### src/rtl/sum_seq_pkg.sv
// Shared types and limits for the summing sequencer: FSM state encoding,
// read-latency bounds and the address-generator command set.
package sum_seq_pkg;

   localparam int unsigned STATE_W    = 4;
   localparam int unsigned RD_LAT_MIN = 1;
   localparam int unsigned RD_LAT_MAX = 4;
   localparam int unsigned LAT_CNT_W  = 2;

   typedef enum logic [STATE_W-1:0] {
      S_IDLE  = 4'd0,
      S_CLR   = 4'd1,
      S_ADDR  = 4'd2,
      S_RD    = 4'd3,
      S_LOAD  = 4'd4,
      S_RDOFF = 4'd5,
      S_XFER  = 4'd6,
      S_GAP   = 4'd7,
      S_WR    = 4'd8
   } state_t;

   typedef enum logic [1:0] {
      ADDR_HOLD  = 2'd0,
      ADDR_FIRST = 2'd1,
      ADDR_NEXT  = 2'd2
   } addr_op_t;

endpackage

### src/rtl/sum_addr_gen.sv
// Address generator: holds the captured range bounds, steps the memory
// address with natural wrap at 2^ADDR_W and flags the last word of a pass.
module sum_addr_gen
   import sum_seq_pkg::*;
#(
   parameter int unsigned ADDR_W = 5
) (
   input  logic              clk,
   input  logic              reset,
   input  logic              capture,
   input  logic [ADDR_W-1:0] addr_first,
   input  logic [ADDR_W-1:0] addr_last,
   input  addr_op_t          op,
   output logic [ADDR_W-1:0] address,
   output logic              last_c
);

   logic [ADDR_W-1:0] first_q;
   logic [ADDR_W-1:0] last_q;

   // Range bounds are frozen for the whole run once a start is accepted.
   always_ff @(posedge clk or negedge reset) begin
      if (!reset) begin
         first_q <= '0;
         last_q  <= '0;
      end else if (capture) begin
         first_q <= addr_first;
         last_q  <= addr_last;
      end
   end

   always_ff @(posedge clk or negedge reset) begin
      if (!reset) begin
         address <= '0;
      end else begin
         case (op)
            ADDR_FIRST: address <= first_q;
            ADDR_NEXT:  address <= address + ADDR_W'(1);
            default:    address <= address;
         endcase
      end
   end

   // Stepping until address == last gives ((last-first) mod 2^ADDR_W)+1 words.
   assign last_c = (address == last_q);

endmodule

### src/rtl/sum_seq_ctrl.sv
// Sequencer for a read-accumulate-transfer-write loop over a memory address
// range, single pass or continuous, with registered strobe outputs.
module sum_seq_ctrl
   import sum_seq_pkg::*;
#(
   parameter int unsigned ADDR_W = 5,
   parameter int unsigned RD_LAT = 1
) (
   input  logic              clk,
   input  logic              reset,
   input  logic              start,
   input  logic              mode,
   input  logic              stop,
   input  logic [ADDR_W-1:0] addr_first,
   input  logic [ADDR_W-1:0] addr_last,
   output logic [ADDR_W-1:0] address,
   output logic              rden,
   output logic              wren,
   output logic              load,
   output logic              transf,
   output logic              clear,
   output logic              ready,
   output logic              done
);

   localparam int unsigned LAT = (RD_LAT < RD_LAT_MIN) ? RD_LAT_MIN :
                                 (RD_LAT > RD_LAT_MAX) ? RD_LAT_MAX : RD_LAT;
   localparam logic [LAT_CNT_W-1:0] LAT_END = LAT_CNT_W'(LAT - 1);

   state_t               state;
   state_t               state_next;
   addr_op_t             addr_op;
   logic [LAT_CNT_W-1:0] lat_cnt;
   logic                 mode_q;
   logic                 stop_q;
   logic                 capture_c;
   logic                 last_c;

   logic rden_d, wren_d, load_d, transf_d, clear_d, ready_d, done_d;

   assign capture_c = (state == S_IDLE) && start;

   sum_addr_gen #(
      .ADDR_W (ADDR_W)
   ) u_addr_gen (
      .clk        (clk),
      .reset      (reset),
      .capture    (capture_c),
      .addr_first (addr_first),
      .addr_last  (addr_last),
      .op         (addr_op),
      .address    (address),
      .last_c     (last_c)
   );

   always_ff @(posedge clk or negedge reset) begin
      if (!reset) state <= S_IDLE;
      else        state <= state_next;
   end

   // Next state; the registered done flag marks the final WR of a run.
   always_comb begin
      state_next = state;
      addr_op    = ADDR_HOLD;
      case (state)
         S_IDLE:  if (start) state_next = S_CLR;
         S_CLR: begin
            state_next = S_ADDR;
            addr_op    = ADDR_FIRST;
         end
         S_ADDR:  state_next = S_RD;
         S_RD:    if (lat_cnt == LAT_END) state_next = S_LOAD;
         S_LOAD:  state_next = S_RDOFF;
         S_RDOFF: state_next = S_XFER;
         S_XFER:  state_next = S_GAP;
         S_GAP:   state_next = S_WR;
         S_WR: begin
            if (done) begin
               state_next = S_IDLE;
            end else begin
               state_next = S_ADDR;
               addr_op    = last_c ? ADDR_FIRST : ADDR_NEXT;
            end
         end
         default: state_next = S_IDLE;
      endcase
   end

   // Strobes decode the upcoming state so the registered copies line up with it.
   always_comb begin
      rden_d   = 1'b0;
      wren_d   = 1'b0;
      load_d   = 1'b0;
      transf_d = 1'b0;
      clear_d  = 1'b0;
      done_d   = 1'b0;
      ready_d  = (state_next == S_IDLE);
      case (state_next)
         S_CLR:   clear_d  = 1'b1;
         S_RD:    rden_d   = 1'b1;
         S_LOAD: begin
            rden_d = 1'b1;
            load_d = 1'b1;
         end
         S_RDOFF: rden_d   = 1'b1;
         S_XFER:  transf_d = 1'b1;
         S_WR: begin
            wren_d = 1'b1;
            done_d = (last_c && !mode_q) || stop_q || stop;
         end
         default: ;
      endcase
   end

   always_ff @(posedge clk or negedge reset) begin
      if (!reset) begin
         rden   <= 1'b0;
         wren   <= 1'b0;
         load   <= 1'b0;
         transf <= 1'b0;
         clear  <= 1'b0;
         ready  <= 1'b1;
         done   <= 1'b0;
      end else begin
         rden   <= rden_d;
         wren   <= wren_d;
         load   <= load_d;
         transf <= transf_d;
         clear  <= clear_d;
         ready  <= ready_d;
         done   <= done_d;
      end
   end

   // Read-latency counter, run mode and the sticky stop request.
   always_ff @(posedge clk or negedge reset) begin
      if (!reset) begin
         lat_cnt <= '0;
         mode_q  <= 1'b0;
         stop_q  <= 1'b0;
      end else begin
         lat_cnt <= (state == S_RD) ? lat_cnt + LAT_CNT_W'(1) : '0;
         if (capture_c) mode_q <= mode;
         if (state_next == S_IDLE)               stop_q <= 1'b0;
         else if (state != S_IDLE && stop)       stop_q <= 1'b1;
      end
   end

endmodule

### config.mk
export PLATFORM = sky130hd
export DESIGN_NAME = sum_seq_ctrl
export DESIGN_NICKNAME = d
export VERILOG_FILES = /design/src/rtl/sum_seq_pkg.sv /design/src/rtl/sum_addr_gen.sv /design/src/rtl/sum_seq_ctrl.sv
export SDC_FILE = /design/constraint.sdc
export NUM_CORES = 1
export LEC_CHECK = 0
export ABC_CLOCK_PERIOD_IN_PS = 3700
export CELL_PAD_IN_SITES_DETAIL_PLACEMENT = 0
export CELL_PAD_IN_SITES_GLOBAL_PLACEMENT = 2
export CORE_ASPECT_RATIO = 1.5
export CORE_MARGIN = 4
export CORE_UTILIZATION = 35
export DETAILED_ROUTE_END_ITERATION = 10
export PLACE_DENSITY = 0.81
export SYNTH_ARGS = -nofsm -noshare
export SYNTH_HDL_FRONTEND = slang
export SYNTH_SLANG_ARGS = --single-unit
export TNS_END_PERCENT = 30
### constraint.sdc
create_clock -name clk -period 3.7 [get_ports clk]
set_clock_uncertainty 0.1 [all_clocks]
set_input_delay 0.74 -clock clk [delete_from_list [all_inputs] [get_ports clk]]
set_output_delay 0.74 -clock clk [all_outputs]
set_load 0.02 [all_outputs]
### Yosys cells after proc, flatten, opt, wreduce, memory -nomap -nowiden

Cells that the tools add are included.

* multiplexer cells: 17
* add/subtract/negate cells: 2
* reductions and logical operators: 13
* equality and inequality tests: 17

Operators with widths (count)
* $pmux W4 S9: 1
* $eq A4 B3 Y1 const B: 7
* $eq A4 B2 Y1 const B: 3
* $pmux W5 S2: 1
* $eq A4 B1 Y1 const B: 2
* $eq A4 B4 Y1 const B: 2
* $logic_not A4 Y1: 2
* $mux W1: 8
* $mux W2: 4
* $mux W4: 2
* $add A5 B1 Y5 const B: 1
* $eq A5 B5 Y1: 1
* $pmux W2 S2: 1
* $reduce_bool A2 Y1: 2
* $reduce_bool A4 Y1: 1
* $logic_and A1 B1 Y1: 3
* $reduce_or A3 Y1: 1
* $add A2 B1 Y2 const B: 1
* $eq A2 B1 Y1 const B: 1
* $eq A2 B2 Y1 const B: 1
* $logic_not A2 Y1: 1
* $logic_or A1 B1 Y1: 2
* $logic_not A1 Y1: 1

* logic and storage cells: 63
* output and inout port bits: 12
* bits of input ports: 15
* bits in registers: 30

### Depth between registers and ports, before layout

Gate-level depths: netlist (run 1).

* depth after elaboration: 6
* depth in mapped cells: 8
* gate-level depth less buffers: 7

### By module

Synthesis (run 1) repeated with hierarchy kept, for this count alone.

* cells, all modules: 123
* area, all modules: 1435.1 µm²

Modules (own cells, without submodules)
* sum_addr_gen: area each 724.4 µm², cells an instance 61, sequential area each 375.4 µm², instances 1
* sum_seq_ctrl: area each 710.7 µm², cells an instance 62, sequential area each 376.6 µm², instances 1

### Worst setup path after synthesis (run 1)

No wires, ideal clock.

* path kind: register -> register
* from: register done
* to: register u_addr_gen.address[0]
* required time: 3474 ps
* buffers on the path: 1
* arrival: 2027 ps
* setup slack: 1447 ps
* setup time: 126 ps
* period minus slack after synthesis: 2253 ps
* stages on the path, launching flop included: 8
* cells stage by stage: dfrtp_1 > or4b_1 > nor2_1 > a21boi_1 > ha_1 > clkbuf_1 > nor2_1 > a221o_1

* cells in the longest elaborated chain, start to end: 4
* elaborated cells on any way between the ends: 6
* classes of those cells: eq/ne: 2; mux: 3; reduce/logical: 1

RTL lines
* start: declaration: line sum_seq_ctrl.sv:23 `output logic done`
* start signal: assignment: line sum_seq_ctrl.sv:131 `done <= done_d;`
* $mux W2 (*): line sum_seq_ctrl.sv:78 `if (done) begin`
* $pmux W2 S2 (*): line sum_seq_ctrl.sv:65 `case (state)`
* $eq A2 B2 Y1 or $eq A2 B1 Y1 (tied branches): line sum_addr_gen.sv:36 `case (op)`
* $pmux W5 S2 or $reduce_bool A2 Y1 (tied branches)
* end signal: assignment: line sum_addr_gen.sv:37 `ADDR_FIRST: address <= first_q;`
* end signal: assignment: line sum_addr_gen.sv:38 `ADDR_NEXT: address <= address + ADDR_W'(1);`
* end signal: assignment: line sum_addr_gen.sv:39 `default: address <= address;`
* end: declaration: line sum_addr_gen.sv:14 `output logic [ADDR_W-1:0] address,`

Mark *: on every way between the ends. The rest lies on a longest branch, timed or not.
A chain may end at the register's enable or synchronous reset.

### Worst setup path in the final report (run 1)

* from: register state[0]
* to: register u_addr_gen.address[3]

* cells in the longest elaborated chain, start to end: 4
* elaborated cells on any way between the ends: 7
* classes of those cells: eq/ne: 4; mux: 2; reduce/logical: 1

RTL lines
* start: declaration: line sum_seq_ctrl.sv:30 `state_t state;`
* start signal: assignment: line sum_seq_ctrl.sv:58 `else state <= state_next;`
* $eq A4 B4 Y1 or $eq A4 B1 Y1 (tied branches): line sum_seq_ctrl.sv:65
* $pmux W2 S2 (*): line sum_seq_ctrl.sv:65
* $eq A2 B2 Y1 or $eq A2 B1 Y1 (tied branches): line sum_addr_gen.sv:36
* $pmux W5 S2 or $reduce_bool A2 Y1 (tied branches)

Marks and branches as above.

==> impl_metrics.csv, run 1 <==
group,metric,value,unit
run_status,status,"completed",
layout,area_delta_synth_final,29.2,%
timing,fin_setup_tns,0,ns
timing,min_period,2.50,ns
worst_setup_path,ff2ff_setup_slack,1.20,ns
timing,period_share,67.5,%
worst_setup_path,required,3.76,ns
clocking,htreeDepth,2,
timing,worst_slew_pin_slew,0.652,ns
routing,via_per_inst,5.14,
min_path,min_from,"lat_cnt[0]$_DFF_PN0_",
yosys,syn_area_per_cell,11.5,um2
clocking,clk_latency,0.27,ns
min_path,hold_class,"register to register",
floorplanning,initial_core_util,36.9,%
yosys,synth_common_cells,"dfrtp_1 (29), mux2_2 (11), nor2_1 (10)",
global_route,grt_max_degree,31,
yosys,yosysSeqAreaShare,54.3,%
global_route,grt.busiest_layer,"met2",
layout,nets,165,
clocking,cts_sinks,30,
yosys,synth_area_leaders,"dfrtp_1 (52%), mux2_2 (8.9%), o22a_1 (3.2%)",
routing,drt_wl_total,2.75,mm
timing,clock.fmax,401,MHz
clocking,postCtsHoldBufs,0,
floorplanning,die_y,85.0,um
worst_setup_path,slowest_stage,"or4b_1",
global_route,grt_pass1_vias,1060,
clocking,cts_buffers,5,
yosys,ys.flop_type,"dfrtp_1",
clocking,cts_root_buf,"clkbuf_8",
worst_setup_path,critPathCapture,"u_addr_gen.address[3]$_DFFE_PN0P_",
floorplanning,dieArea,5050,um2
worst_setup_path,critPathMaxStageDelay,0.59,ns
yosys,ys_ff_latch,30,
clocking,cts_tree,"built",
yosys,yosys.area.top_type_share,52.4,%
clocking,cts.clk_slew.worst_paths,0.06,ns
global_route,track_usage,13.3,%
layout,layout-drive-gt1-share,14.9,%
worst_setup_path,worstReg2RegStart,"state[0]$_DFF_PN0_",
worst_setup_path,critPathCaptureType,"register",
timing,hold_violations,0,
worst_setup_path,critPathArrivalTime,2.56,ns
power_and_ir_drop,finalPower,1.56,mW
timing,setup_viol,0,
yosys,synth_most_common_cell,"dfrtp_1",
routing,via_count,982,
floorplanning,core,3750,um2
yosys,synthCells,120,
worst_setup_path,cp_max_fo,15,
timing,maxSlewViolCount,0,
place,dp_hpwl,1.97,mm
yosys,synth_nets,138,
worst_setup_path,path_class,"register to register",
floorplanning,rows,27,
routing,routedWlPerCell,14.4,um
global_route,grtUsageMet2,21.9,%
clocking,clk_path_buf_depth,2,
worst_setup_path,crit_top_cell,"o22a_1",
yosys,synth_edf_count,0,
clocking,cts_resized,0,
routing,first_pass_iters,4,
worst_setup_path,rr_endpoint,"u_addr_gen.address[3]$_DFFE_PN0P_",
worst_setup_path,startpoint_type,"register",
power_and_ir_drop,p_leak,0.789,nW
yosys,synth_top_area_cell,"dfrtp_1",
floorplanning,die_w,59.4,um
worst_setup_path,rr_worst_depth,7,
worst_setup_path,cp_cell_sequence,"or4b_1 -> nor2_1 -> a21boi_1 -> ha_1 -> nand2_1 -> o22a_1 -> o22a_1",
routing,drc_errors,0,
yosys,netlist_area,1390,um2
global_route,grt_pass1_wl,5.07,mm
layout,diodes,0,
routing,drtIter0Drc,17,
timing,rsz0062_at_grt,"false",
routing,ant_nets,0,
clocking,cts_setup_buffers,0,
global_route,globalRoute.totalOverflow,0,
worst_setup_path,cp-startpoint,"state[0]$_DFF_PN0_",
power_and_ir_drop,ir_drop,0.399,mV
place,gp_congestion,0.741,
power_and_ir_drop,power_density,871,nW/um2
job,maxCapViolations,0,
yosys,postSynth.asyncResetShare,100,%
global_route,use_met3,4.11,%
global_route,met1_usage,15.6,%
place,io_buffers,26,
timing,relSlewSlack,56.4,%
yosys,synth_cell_type_count,34,
floorplanning,io_pins,27,
yosys,synth_warnings,0,
global_route,antenna_found_initial,0,
-- flip-flops by register name (all words and copies together) (netlist names) --
signal,flops
u_addr_gen.last_q,5
clear,1
stop_q,1
state,4
rden,1
u_addr_gen.first_q,5
mode_q,1
load,1
wren,1
ready,1
u_addr_gen.address,5
done,1
transf,1
lat_cnt,2
-- power by group --
group,switching [mW],internal [mW]
combinational,0.280,0.333
clock,0.116,0.188
sequential,0.162,0.478
total,0.559,0.999
-- critical path: cells and delay by family, from the launching register on --
kind                     cells  cell delay, ns
AND/OR/NAND/NOR              3            0.83
flip-flops                   1            0.51
AO/OA/AOI/OAI                3            0.52
adder cells (fa/ha/maj)      1            0.42
-- cells by family (layout without fill, tap and decap cells) --
logic type | Yosys count | in the layout | share of synthesized area [%]
mux | 13 | 13 | 10.4
xor+xnor | 6 | 6 | 3.79
compound gates | 23 | 23 | 11.6
flops | 30 | 30 | 54.3
buf+inv | 13 | 41 | 3.61
simple gates | 32 | 32 | 13.6
fa+ha+maj | 3 | 3 | 2.71
-- layout by cell type, fill, tap and decap left out, types with 2 or more instances in the layout --
master           instances
dfrtp_1                 29
o22a_1                   5
mux2i_1                  2
and4b_1                  3
nand2_1                  4
clkbuf_8                 8
a21oi_1                  6
inv_1                    6
mux2_2                  11
ha_1                     3
nand3_1                  3
a31oi_1                  2
nor3b_1                  2
clkdlybuf4s50_1         26
nor4b_1                  2
xor2_1                   5
a21o_1                   2
nor2_1                  10
o21ai_0                  3
-- metal layers --
metal	up-vias	routed length (um)
met2	24	1440
met4	0	59
met5	-	0
li1	482	-
met1	470	1100
met3	6	148
-- area by class of cell --
type	count	area [um2]
Sequential cell	30	752
Fill cell	364	1960
Timing Repair Buffer	27	268
Clock buffer	8	110
Multi-Input combinational cell	77	583
Tap cell	43	53.8
Inverter	6	22.5
-- stage by stage --
step	hold slack [ns]	utilization, %	instance area [um2]	instances	setup WS [ns]
CTS	0.335	47.7	1790	191	1.20
floorplan	0.309	-	1390	120	1.45
global route	0.372	47.7	1790	191	0.900
global placement	0.334	44.8	1680	183	1.30
finish	0.331	47.7	1790	191	1.20
detailed placement	0.327	44.8	1680	183	1.21
-- worst min-delay path by stage --
stage	slack (ns)	depth (start not counted)	end
floorplan	0.31	1	lat_cnt[0]$_DFF_PN0_
CTS	0.34	1	lat_cnt[0]$_DFF_PN0_
detailed placement	0.33	1	lat_cnt[0]$_DFF_PN0_
global route	0.37	1	lat_cnt[0]$_DFF_PN0_
global placement	0.33	1	lat_cnt[0]$_DFF_PN0_
finish	0.33	1	lat_cnt[0]$_DFF_PN0_
Power figures use the tool's default switching activity.
==> run 2: changes to the inputs <==
--- a/config.mk
+++ b/config.mk
@@ -5,14 +5,14 @@
 export SDC_FILE = /design/constraint.sdc
 export NUM_CORES = 1
 export LEC_CHECK = 0
-export ABC_CLOCK_PERIOD_IN_PS = 3700
+export ABC_CLOCK_PERIOD_IN_PS = 2000
 export CELL_PAD_IN_SITES_DETAIL_PLACEMENT = 0
 export CELL_PAD_IN_SITES_GLOBAL_PLACEMENT = 2
 export CORE_ASPECT_RATIO = 1.5
 export CORE_MARGIN = 4
-export CORE_UTILIZATION = 35
+export CORE_UTILIZATION = 29
 export DETAILED_ROUTE_END_ITERATION = 10
-export PLACE_DENSITY = 0.81
+export PLACE_DENSITY = 0.72
 export SYNTH_ARGS = -nofsm -noshare
 export SYNTH_HDL_FRONTEND = slang
 export SYNTH_SLANG_ARGS = --single-unit
==> constraint.sdc (replaced) <==
create_clock -name clk -period 2 [get_ports clk]
set_clock_uncertainty 0.1 [all_clocks]
set_input_delay 0.4 -clock clk [delete_from_list [all_inputs] [get_ports clk]]
set_output_delay 0.4 -clock clk [all_outputs]
set_load 0.02 [all_outputs]
==> run 2 against run 1 <==
Against the previous run:
- the flow now finishes with violations (negative setup slack)
- worst hold slack better by 0.0082 ns
- final cell count up 20%
- sequential power rose by 62%
- sequential cell count is the same
- register-to-register slack got worse by 1.3 ns
- critical path type unchanged
- largest cell class unchanged
==> impl_metrics.csv, run 2 (synthesis gave the netlist of run 1 again) <==
group,metric,value,unit
timing,fin_setup_tns,-0.435,ns
worst_setup_path,required,2.07,ns
worst_setup_path,cp_max_fo,6,
place,dp_cells,219,
layout,diodes,0,
clocking,clk_path_buf_depth,2,
place,dp_hpwl,2.12,mm
worst_setup_path,startpoint_type,"register",
power_and_ir_drop,pwr-share-comb,50.6,%
layout,layout_common_cells,"dfrtp_1 (28), clkdlybuf4s50_1 (26), buf_4 (18), mux2_2 (11), nor2_1 (9)",
timing,setup_viol,5,
routing,first_pass_iters,4,
power_and_ir_drop,power_density,1590,nW/um2
layout,nets,183,
routing,drt_wl_total,3.06,mm
floorplanning,core,4580,um2
routing,via_per_inst,4.67,
clocking,postCtsHoldBufs,0,
place,gp_congestion,0.786,
layout,design_area,1960,um2
worst_setup_path,slowest_stage,"or4b_4",
layout,finalNonFillerCells,230,
layout,final_common_cell,"dfrtp_1",
worst_setup_path,cp_cell_sequence,"or4b_4 -> nor2_4 -> a31oi_2 -> ha_4 -> buf_2 -> nor3b_1 -> a221o_1",
clocking,cts_root_buf,"clkbuf_8",
global_route,antenna_found_initial,0,
job,maxCapViolations,0,
layout,nFillCells,462,
power_and_ir_drop,p_leak,0.871,nW
global_route,globalRoute.totalOverflow,0,
timing,min_period,2.12,ns
place,placed_area,1820,um2
power_and_ir_drop,p_seq_share,33.2,%
clocking,cts_buffers,5,
timing,clock.fmax,472,MHz
timing,rsz0062_at_grt,"true",
global_route,grt_pass1_vias,1137,
layout,layout-drive-gt1-share,27.1,%
timing,hold_violations,0,
run_status,status,"finished with violations",
timing,period_share,106,%
global_route,use_met3,4.61,%
global_route,grt_max_degree,31,
floorplanning,initial_core_util,30.2,%
place,pre_cts_slack,-0.257,ns
run_status,violations,"negative setup slack",
clocking,cts_tree,"built",
routing,drc_errors,0,
worst_setup_path,path_class,"register to register",
global_route,track_usage,11.7,%
layout,area_delta_synth_final,41.8,%
floorplanning,io_pins,27,
floorplanning,dieArea,5970,um2
worst_setup_path,critPathMaxStageDelay,0.54,ns
floorplanning,die_w,64.4,um
power_and_ir_drop,switching_share,36.2,%
clocking,clk_latency,0.28,ns
power_and_ir_drop,power.switching,1.13,mW
clocking,cts_sinks,30,
power_and_ir_drop,ir_drop,0.891,mV
timing,maxSlewViolCount,0,
power_and_ir_drop,clockPowerShare,16.2,%
global_route,met1_usage,13.1,%
routing,drtIter0Drc,48,
power_and_ir_drop,p_int,1.99,mW
worst_setup_path,critPathCaptureType,"register",
min_path,hold_class,"register to register",
global_route,grt_pass1_wl,5.32,mm
timing,worst_slew_pin_slew,0.390,ns
place,io_buffers,26,
layout,top_regs,"u_addr_gen.address x5, u_addr_gen.first_q x5, u_addr_gen.last_q x5",
clocking,cts.clk_slew.worst_paths,0.06,ns
routing,routedWlPerCell,13.3,um
floorplanning,die_y,92.6,um
timing,relSlewSlack,74.0,%
timing,setup_ws,-0.120,ns
global_route,grtUsageMet2,19.3,%
routing,ant_nets,0,
floorplanning,rows,30,
routing,via_count,1075,
clocking,htreeDepth,2,
global_route,grt.busiest_layer,"met2",
worst_setup_path,critPathArrivalTime,2.19,ns
timing,holdWs,0.339,ns
==> run 2: changes by cell type in the layout (fill, tap and decap cells not counted), sizes merged <==
cell and delta:
buf +18, clkinv +1, clkbuf -1
==> run 2: layout make-up <==
class,instances,area (um2),area share [%]
clock buffers,7,86.3,4.39
clock inverters,1,5.00,0.255
inverters,6,22.5,1.15
multi-input cells,77,617,31.4
flip-flops and latches,30,753,38.3
well taps,64,80.1,4.08
repair buffers,45,400,20.4
==> run 2: per-layer routing <==
layer | vias up | share of wire [%]
met5 | - | 0
met4 | 0 | 2.1
met3 | 8 | 6.1
met2 | 26 | 52
met1 | 525 | 40
li1 | 516 | -
==> run 2: per-stage QoR <==
step	power, mW	utilization [%]
detailed placement	2.59	39.8
global placement	2.57	39.8
CTS	3.16	42.9
floorplan	1.96	-
global route	3.36	42.9
finish	3.12	42.9
==> run 2: worst paths after layout <==
| check | start | slack [ns] | cells past startpoint | to |
|---|---|---|---|---|
| min in group asynchronous | reset | 0.41 | 2 | u_addr_gen.first_q[2]$_DFFE_PN0P_ |
| hold reg to reg | lat_cnt[0]$_DFF_PN0_ | 0.34 | 1 | lat_cnt[0]$_DFF_PN0_ |
| max in group asynchronous | reset | 1.06 | 2 | ready$_DFF_PN1_ |
| setup / recovery | done$_DFF_PN0_ | -0.12 | 7 | u_addr_gen.address[0]$_DFFE_PN0P_ |
| setup reg to reg | done$_DFF_PN0_ | -0.12 | 7 | u_addr_gen.address[0]$_DFFE_PN0P_ |
| hold / removal | lat_cnt[0]$_DFF_PN0_ | 0.34 | 1 | lat_cnt[0]$_DFF_PN0_ |
==> run 2: worst max-delay path, delay by kind of cell, from the launching register on <==
kind / cells / cell delay, ns
compound gates: 2 / 0.37
fa+ha+maj: 1 / 0.19
buf+inv: 1 / 0.15
flops: 1 / 0.40
simple gates: 3 / 0.79
==> run 2: power by group through the flow <==
stage	sequential (mW)	clock [mW]	combinational [mW]
4_1_cts	1.04	0.523	1.60
3_5_place_dp	1.05	0	1.54
5_1_grt	1.07	0.554	1.73
3_3_place_gp	1.05	0	1.53
2_1_floorplan	1.18	0	0.782
6_report	1.04	0.505	1.58
==> run 2: timing repair <==
action / in CTS / in global routing
buffers inserted: 3 / 0
pin swaps: 3 / 0
gates resized for setup: 7 / 0
endpoints found under the setup margin: 5 / 5
==> run 3: changes to the inputs <==
--- a/config.mk
+++ b/config.mk
@@ -6,6 +6,7 @@
 export NUM_CORES = 1
 export LEC_CHECK = 0
 export ABC_CLOCK_PERIOD_IN_PS = 2000
+export CAP_MARGIN = 20
 export CELL_PAD_IN_SITES_DETAIL_PLACEMENT = 0
 export CELL_PAD_IN_SITES_GLOBAL_PLACEMENT = 2
 export CORE_ASPECT_RATIO = 1.5
==> results of run 3 <==
No change in the layout: final DEF, timing and power equal those of run 2.
